--- src/rtl/counter.sv ---
// 16-bit up/down counter with a level-sampled count enable.
// The count register drives Q directly. An active-high reset clears it asynchronously.
module counter (
    input  logic        clk,
    input  logic        reset,
    input  logic        inc_p,
    input  logic        UHDL,
    output logic [15:0] Q
);

    logic [15:0] count;

    // Reset has priority. Otherwise the count takes one step in the direction UHDL
    // selects on every enabled edge, and it wraps modulo 2^16.
    always_ff @(posedge clk or posedge reset) begin
        if (reset) begin
            count <= 16'h0000;
        end else if (inc_p) begin
            if (UHDL) begin
                count <= count + 16'd1;
            end else begin
                count <= count - 16'd1;
            end
        end
    end

    assign Q = count;

endmodule

--- config.mk ---
export PLATFORM = sky130hd
export DESIGN_NAME = counter
export DESIGN_NICKNAME = d
export VERILOG_FILES = /design/src/rtl/counter.sv
export SDC_FILE = /design/constraint.sdc
export NUM_CORES = 1
export LEC_CHECK = 0
export CAP_MARGIN = 20
export CORE_MARGIN = 3
export CORE_UTILIZATION = 40
export DETAILED_ROUTE_END_ITERATION = 8
export PLACE_DENSITY = 0.6
export SYNTH_ARGS = -nofsm -noshare
export SYNTH_HDL_FRONTEND = slang
export SYNTH_SLANG_ARGS = --single-unit
--- constraint.sdc ---
create_clock -name clk -period 2.86 [get_ports clk]
set_clock_uncertainty 0.15 [all_clocks]
set_input_delay 0.429 -clock clk [delete_from_list [all_inputs] [get_ports clk]]
set_output_delay 0.429 -clock clk [all_outputs]
set_load 0.05 [all_outputs]
==> results.md <==
- Final-report hold violation count: 0
- Initial Util: 43.6%
- Final Util: between 50% and 60%
- Met2 wire len: ~1.7 mm
- Post-CTS resize count: 0
- 1st-iter DRT viols: 131
- Syn Nets: 173
- Min-Delay Path Class: in2async
- Measured slew at the worst slew-check pin: just under 0.7 ns
- Total CTS buffers: 3
- Largest register FFs: 16
- CP required: ~2.9 ns
- Cell variety after synth: 41
- CTS tree: done
- H-tree levels: 1
- Syn avg cell area: roughly 9 µm²
- CP startpoint kind: input port
- Sequential-to-total area share from yosys stat: 28.9%
- Vias/cell: between 5 and 6
- Area of the multi-input gates: just over 900 µm²
- Vias: around 1400
- GRT Overall Usage: 19.6%
- Drt pass-1 iters: 4
- Gpl congestion: a little under 0.9
- Met1 Wirelength: approximately 1.7 mm
- Post-CTS setup buffers: 0
- Commonest non-fill, non-tap cells in the layout: 28 x buf_4, 19 x clkdlybuf4s50_1, 18 x nand2_1
- Avg WL per Cell: approximately 15 µm
- Area leader, netlist: dfrtp_1
- Syn. warnings: 0
- Die Ht: ~65 µm
- First-pass GRT wire length: about 6.5 mm
- Max Cap Viol: 0
- CP endpoint kind: flop
- Num Clock Sinks: 16
- Post-synth top area share: 28.9%
- R2r setup slk: roughly 0.5 ns
- DP HPWL: 2.81 mm
- CP Launch Point: UHDL
- Clk_lat worst skew: 0.31 ns
- Crit-path cells: clkdlybuf4s50_1 > inv_1 > ha_1 > a21o_1 > a21oi_1 > a211oi_1 > o31a_1 > o31ai_2
- RSZ-0062 raised after global routing: yes
- Tcrit/Tclk final: a little over nine tenths
- Post-cts hold buffer count: 0
- ANT cells: 0
- Critical path class: in2reg
- Largest net degree at the start of global routing: 17
- I/O Buffers: 19
- Synthesized cell area: about 1400 µm²
- Die width: between 60 and 70 µm
- Worst path max stage delay: 0.42 ns
- Nets: between 200 and 250
- Crit path time final: 2.70 ns
- Row cnt: 20
- Grt total ovfl: 0
- Max Used Layer: met4
- Clock slew at reported path FFs: between 0.1 and 0.15 ns
- Die Footprint: between 4000 and 5000 µm²
- Share of layout cells above drive strength 1: 21.9%
- Worst r2r src: Q[0]
- Routed WL: roughly 3.6 mm
- Initial antenna violation count: 0
- Setup violations, final: 0
- Cell at the slowest stage of the critical path: clkdlybuf4s50_1
- Fmax: about 0.37 GHz
- Area growth, synth to finish: 33.7%
- Area contributors post-synth: dfrtp_1 29%, ha_1 13%, mux2_2 5.7%
- Crit-path max FO: 12
- Yosys reg bits: 16
- Slew HR: between 50% and 60%
- Worst hold slack: between 0.3 and 0.4 ns
- Register area: between 400 and 500 µm²
- Clock Root Buffer: clkbuf_4
- Status: finished clean
- Crit path DAT: 2.78 ns
- # DRC: 0
- Met3 WL: about 210 µm
- Bufs on Longest Clock Path: 2
- Final Max Slew Viols: 0
- Gate Count Post-Synth: 154
- Filler cell count: 309
- Number of global-route vias before repair: around 1400
- Ports: 20
- Commonest non-fill, non-tap cell in the layout: buf_4
- Core area: approximately 3200 µm²
- Post-DRT Antenna Nets: 0
==> cell families after synthesis <==
family | count (synthesis) | share of synthesized area (%)
xor gates and xnor gates | 8 | 5.06
and+or+nand+nor | 45 | 14.9
DFF | 16 | 28.9
muxes | 7 | 5.69
buffers and inverters | 13 | 4.25
AOI/OAI and AO/OA | 50 | 27.1
adders and majority gates | 15 | 14.1
==> cell type report <==
type	instances	share of cell area, %
well taps	44	2.97
multi-input cells	125	50.0
flip-flops and latches	16	21.6
repair buffers	47	21.6
clock buffers	4	1.96
inverters	9	1.82
==> synthesized netlist by cell type <==
master and instances:
nand2_1 18, xor2_1 3, o31ai_2 1, xnor2_1 5, inv_1 9, o2111ai_1 1
or3b_1 1, o2111a_1 1, a21oi_1 13, clkbuf_1 2, clkbuf_8 1, o21ai_1 1
a211oi_1 2, o21bai_1 2, nor4_1 1, nand4_1 4, mux2_2 7, o31a_1 1
nor2b_1 1, nor2_1 10, fa_1 1, o221a_2 1, a41oi_1 2, ha_1 14
a21o_2 1, nand3_1 3, a221oi_1 1, o21ai_0 4, and2_4 1, o311ai_1 2
a221o_1 1, a21o_1 6, o32ai_1 1, o211ai_1 4, o31ai_1 2, a221oi_4 1
dfrtp_1 16, and3_1 1, buf_1 1, nor3_1 5, o21a_1 2
==> critical path, delay by kind of cell <==
kind	cells	cell delay (ns)
AO/OA/AOI/OAI	5	1.26
buffers and inverters	2	0.75
adder cells (fa/ha/maj)	1	0.35
==> per-stage QoR <==
step	cell area (µm²)	instances	worst slack (ns)	setup TNS, ns
floorplan	1390	154	0.456	0
global placement	1820	241	-0.0576	-0.0699
detailed placement	1820	241	-0.151	-0.384
CTS	1850	245	0.164	0
global route	1850	245	-0.0135	-0.0257
finish	1850	245	0.158	0
==> per-layer routing <==
layer / global-route usage (%) / vias to the layer above
met5: 0 / -
met4: 6.07 / 0
met3: 3.12 / 5
met2: 32.4 / 43
met1: 26.1 / 660
li1: - / 675
==> worst paths after layout <==
check | endpoint | cells past startpoint
max reg2reg | Q[14] | 8
min reg2reg | Q[8] | 2
min | Q[15] | 2
max in group asynchronous | Q[7] | 2
min in group clk | Q[8] | 2
max | Q[14] | 8
Power is left out: the tool's default activity adds up to more than one toggle a clock period on the data nets, which glitch-free logic cannot reach.
